--- src/rtl/usr_pkg.sv ---
// usr_pkg: mode encodings and default width shared by the universal shift register
package usr_pkg;
  localparam int USR_DEFAULT_WIDTH = 8;
  localparam logic [2:0] USR_HOLD  = 3'b000;
  localparam logic [2:0] USR_SHL   = 3'b001;
  localparam logic [2:0] USR_SHR   = 3'b010;
  localparam logic [2:0] USR_ROL   = 3'b011;
  localparam logic [2:0] USR_ROR   = 3'b100;
  localparam logic [2:0] USR_LOAD  = 3'b101;
  localparam logic [2:0] USR_CLEAR = 3'b110;
endpackage

--- src/rtl/usr_shift_counter.sv ---
// usr_shift_counter: counts serial shifts, wraps at WIDTH and pulses o_word_valid once per wrap
module usr_shift_counter #(
  parameter int WIDTH = 8,
  parameter int CNT_W = $clog2(WIDTH)
) (
  input  logic             clk,
  input  logic             rst,
  input  logic             i_inc,
  input  logic             i_clr,
  output logic [CNT_W-1:0] o_cnt,
  output logic             o_word_valid
);
  localparam logic [CNT_W-1:0] TC = CNT_W'(WIDTH - 1);
  logic [CNT_W-1:0] r_cnt;
  logic             r_word_valid;
  logic             w_tc;
  assign w_tc = i_inc && (r_cnt == TC);
  // clear wins, terminal count wraps to zero and raises a one-cycle word pulse
  always_ff @(posedge clk or posedge rst) begin
    if (rst) begin
      r_cnt        <= '0;
      r_word_valid <= 1'b0;
    end else begin
      r_cnt        <= i_clr ? '0 : w_tc ? '0 : i_inc ? r_cnt + CNT_W'(1) : r_cnt;
      r_word_valid <= w_tc && !i_clr;
    end
  end
  assign o_cnt        = r_cnt;
  assign o_word_valid = r_word_valid;
endmodule

--- src/rtl/universal_shift_register.sv ---
// universal_shift_register: mode-selectable shift/rotate/load register with word framing; parity via USR_PARITY_EN
module universal_shift_register
  import usr_pkg::*;
#(
  parameter int               WIDTH     = USR_DEFAULT_WIDTH,
  parameter logic [WIDTH-1:0] RESET_VAL = '0,
  localparam int              CNT_W     = $clog2(WIDTH)
) (
  input  logic             clk,
  input  logic             rst,
  input  logic             en,
  input  logic [2:0]       mode,
  input  logic             sin_r,
  input  logic             sin_l,
  input  logic [WIDTH-1:0] pdata_in,
  output logic [WIDTH-1:0] q,
  output logic             sout_msb,
  output logic             sout_lsb,
  output logic [CNT_W-1:0] shift_cnt,
  output logic             word_valid,
  output logic             parity
);
  logic [1:0]       r_rst_sync;
  logic             w_rst;
  logic [WIDTH-1:0] r_q;
  logic [WIDTH-1:0] w_next;
  logic             w_inc;
  logic             w_clr;
  // assertion is immediate, release is held for two clock edges so it lands synchronously
  always_ff @(posedge clk or posedge rst) begin
    if (rst) r_rst_sync <= 2'b11;
    else     r_rst_sync <= {r_rst_sync[0], 1'b0};
  end
  assign w_rst = r_rst_sync[1];
  // next-state mux; en=0 and the reserved encoding both hold
  always_comb begin
    w_next = r_q;
    if (en) begin
      case (mode)
        USR_SHL:   w_next = {r_q[WIDTH-2:0], sin_r};
        USR_SHR:   w_next = {sin_l, r_q[WIDTH-1:1]};
        USR_ROL:   w_next = {r_q[WIDTH-2:0], r_q[WIDTH-1]};
        USR_ROR:   w_next = {r_q[0], r_q[WIDTH-1:1]};
        USR_LOAD:  w_next = pdata_in;
        USR_CLEAR: w_next = '0;
        default:   w_next = r_q;
      endcase
    end
  end
  // data register
  always_ff @(posedge clk or posedge w_rst) begin
    if (w_rst) r_q <= RESET_VAL;
    else       r_q <= w_next;
  end
  assign w_inc = en && (mode == USR_SHL || mode == USR_SHR);
  assign w_clr = en && (mode == USR_LOAD || mode == USR_CLEAR);
  usr_shift_counter #(.WIDTH(WIDTH), .CNT_W(CNT_W)) u_cnt (
    .clk          (clk),
    .rst          (w_rst),
    .i_inc        (w_inc),
    .i_clr        (w_clr),
    .o_cnt        (shift_cnt),
    .o_word_valid (word_valid)
  );
  assign q        = r_q;
  assign sout_msb = r_q[WIDTH-1];
  assign sout_lsb = r_q[0];
`ifdef USR_PARITY_EN
  assign parity = ^r_q;
`else
  assign parity = 1'b0;
`endif
endmodule
--- config.mk ---
export PLATFORM = sky130hd
export DESIGN_NAME = universal_shift_register
export DESIGN_NICKNAME = d
export VERILOG_FILES = /design/src/rtl/usr_pkg.sv /design/src/rtl/usr_shift_counter.sv /design/src/rtl/universal_shift_register.sv
export SDC_FILE = /design/constraint.sdc
export NUM_CORES = 1
export LEC_CHECK = 0
export CORE_MARGIN = 2
export CORE_UTILIZATION = 35
export CTS_CLUSTER_SIZE = 16
export DETAILED_ROUTE_END_ITERATION = 8
export HOLD_SLACK_MARGIN = 0.08
export SKIP_LAST_GASP = 1
export SYNTH_ARGS = -nofsm -noshare
export SYNTH_HDL_FRONTEND = slang
export SYNTH_HIERARCHICAL = 1
export SYNTH_SLANG_ARGS = --single-unit
--- constraint.sdc ---
create_clock -name clk -period 0.87 [get_ports clk]
set_clock_uncertainty 0.05 [all_clocks]
set_input_delay 0.174 -clock clk [delete_from_list [all_inputs] [get_ports clk]]
set_output_delay 0.174 -clock clk [all_outputs]
set_load 0.02 [all_outputs]
==> results.toml <==
[critical_path]
timing.rr.start = "u_cnt/o_cnt[0]$_DFFE_PP0P_"
critical_path_arrival_ns = 1.54
criticalPathCategory = "flop to flop"
rr_endpoint = "u_cnt/o_cnt[0]$_DFFE_PP0P_"
worst-path-max-fanout = 2
rr_worst_depth = 4
cp-start-kind = "flop"
critPathRequiredTime_ns = 1.04
reg2reg_slack_ns = -0.50
crit_start = "u_cnt/o_cnt[0]$_DFFE_PP0P_"
crit_path_end = "u_cnt/o_cnt[0]$_DFFE_PP0P_"
crit_path_end_kind = "flop"

[synth]
synth_compound_area_frac = 0.2497
async_flop_share = 1.000
synth_top_family_by_area = "compound AO/OA/AOI/OAI gates"
avgSynthCellArea_um2 = 8.674
synth_mux_area_frac = 0.01110
ys_top_cells_by_area = "dfrtp_1 33%, dfstp_2 5.8%, nor2_1 5.0%, nand2_1 4.2%, a21oi_1 3.9%"
synth-xor-area-share = 0.009709
synthSimpleGateAreaFrac = 0.1928
synth_seq_cells = 14
syn_inst = 104
ys.flop_type = "dfrtp_1"
synth_largest_area_cell = "dfrtp_1"
yosysSeqAreaShare = 0.3911
ys_types = 34
synth_edf_count = 0
yosys.area.top_type_share = 0.3329
netlist_area_um2 = 902.1
yosys.area_share.adder = 0.03883
yosysWarnings = 6

[hold_path]
min_path_type = "flop to asynchronous set/reset pin"

[route]
dr_wl_met2_um = 1470
vias = 967
highest_layer = "met4"
drt-pass1-iter-count = 4
wl_per_cell_um = 14.91
met1_length_um = 1330
ant_nets = 0
dr_wl_met3_um = 87
wl_um = 2907
routed_via_density = 4.959
drt_iter0_drc = 12
drc = 0

[clocking]
htree_levels = 1
path_clk_slew_ns = 0.11
cts_tree = "built"
clock_sinks = 14
cts_inserted_buffers = 3
clockRootBuffer = "clkbuf_4"
clock_latency_ns = 0.28
clockBufferDepth = 2

[floorplan]
dieArea_mm2 = 0.003000
coreArea_mm2 = 0.002455
start_util = 0.3675
die_w_um = 54.77
rows = 18
io_pins = 31
die_height_um = 54.77

[finish]
area_growth_pct = 90.15
instances_no_fill = 195
n_antenna_cell = 0
most-common-layout-cells = "29 x buf_6, 24 x buf_4, 11 x clkdlybuf4s50_1, 9 x nor2_1"
drive_above_1_share = 0.6000
finalNetCount = 184
final_common_cell = "buf_6"

[place]
place.gp.congestion = 0.8026
dp_cells = 184
io_buffers = 29
dp_hpwl_um = 1864

[power_and_ir_drop]
vdd.ir_drop.worst_mv = 1.171
total_power_mw = 2.871
power.leakage_nw = 0.7524
power_density_mw_per_mm2 = 1674

[run]
maxCapViolCount = 0

[sta]
worst_slack_ns = -0.4978
fmax_mhz = 731.1
hold_viol_final = 0
holdWs_ns = 0.09082
min_period_ns = 1.368
slew_viol_final = 0
setup_viol = 26
setup_tns_ns = -6.064
period_share = 1.572
rsz0062_at_grt = "yes"

[run_status]
status = "finished with violations"
violations = "negative setup slack"

[global_route]
first_global_vias = 853
antenna_found_initial = 0
grt_pass1_wl_um = 3960
grt_max_degree = 10
grt_usage = 0.1821
grt_remaining_overflow = 0
==> cell families after synthesis <==
| group | Yosys count |
|---|---|
| compound gates | 33 |
| xor+xnor | 1 |
| fa+ha+maj | 3 |
| buf+inv | 18 |
| flops | 14 |
| mux | 1 |
| other cells | 1 |
| simple gates | 33 |
==> metrics by stage <==
stage	util	area, um^2	setup slack, ns
after floorplan	-	970.9	-0.5179
after global placement	0.5872	1441	-0.8178
after detailed placement	0.5872	1441	-0.8586
after CTS	0.6611	1623	-0.4977
after global routing	0.6988	1715	-0.5351
final	0.6988	1715	-0.4978
==> layer usage <==
| layer | track usage | vias up |
|---|---|---|
| li1 | - | 485 |
| met3 | 0.02459 | 2 |
| met1 | 0.2571 | 460 |
| met4 | 0.03750 | 0 |
| met5 | 0 | - |
| met2 | 0.2937 | 20 |
==> cell type report <==
type | instances | area (um^2)
sequential | 14 | 359.1
multi-input combinational | 73 | 618.1
tap | 30 | 37.54
clock buffer | 4 | 36.28
timing repair buffer | 66 | 626.9
inverter | 8 | 37.54
fill | 203 | 739.5
==> report_power, final <==
| part | switching, mW | internal (mW) |
|---|---|---|
| logic | 0.667 | 0.818 |
| clock network | 0.243 | 0.254 |
| registers | 0.115 | 0.774 |
| total | 1.02 | 1.85 |
==> sequential cells by signal (all words and copies together) (netlist names) <==
register / flops
u_cnt/o_word_valid: 1
u_cnt/o_cnt: 3
r_rst_sync: 2
q: 8
==> repair_timing <==
item,in CTS,in global routing
pin swaps,22,11
buffers inserted,5,2
hold buffers,0,0
gates resized for setup,129,25
setup endpoints to repair,26,26
==> Yosys cell counts (2+ instances only) <==
cell type,instances
a211oi_1,2
a21oi_1,7
a31oi_1,2
a41oi_1,4
buf_2,5
buf_4,3
dfrtp_1,12
dfstp_2,2
ha_1,2
inv_1,8
nand2_1,10
nand2b_1,4
nor2_1,12
o211a_1,2
o211ai_1,4
o21ai_0,7
==> worst min-delay path by stage <==
| stage | endpoint | slack (ns) | cells after the start |
|---|---|---|---|
| global route | u_cnt/o_cnt[0]$_DFFE_PP0P_ | 0.12 | 1 |
| global placement | u_cnt/o_word_valid$_DFF_PP0_ | 0.09 | 1 |
| CTS | u_cnt/o_cnt[0]$_DFFE_PP0P_ | 0.10 | 1 |
| finish | u_cnt/o_cnt[0]$_DFFE_PP0P_ | 0.09 | 1 |
| floorplan | r_rst_sync[0]$_DFF_PP1_ | 0.04 | 1 |
| detailed placement | u_cnt/o_word_valid$_DFF_PP0_ | 0.1 | 1 |
==> worst max-delay path, cell delays in order (launching register included) <==
cell	delay, ns
dfrtp_2	0.44
ha_4	0.17
ha_4	0.16
or3b_1	0.36
a21oi_2	0.13
Power figures use the tool's default switching activity.
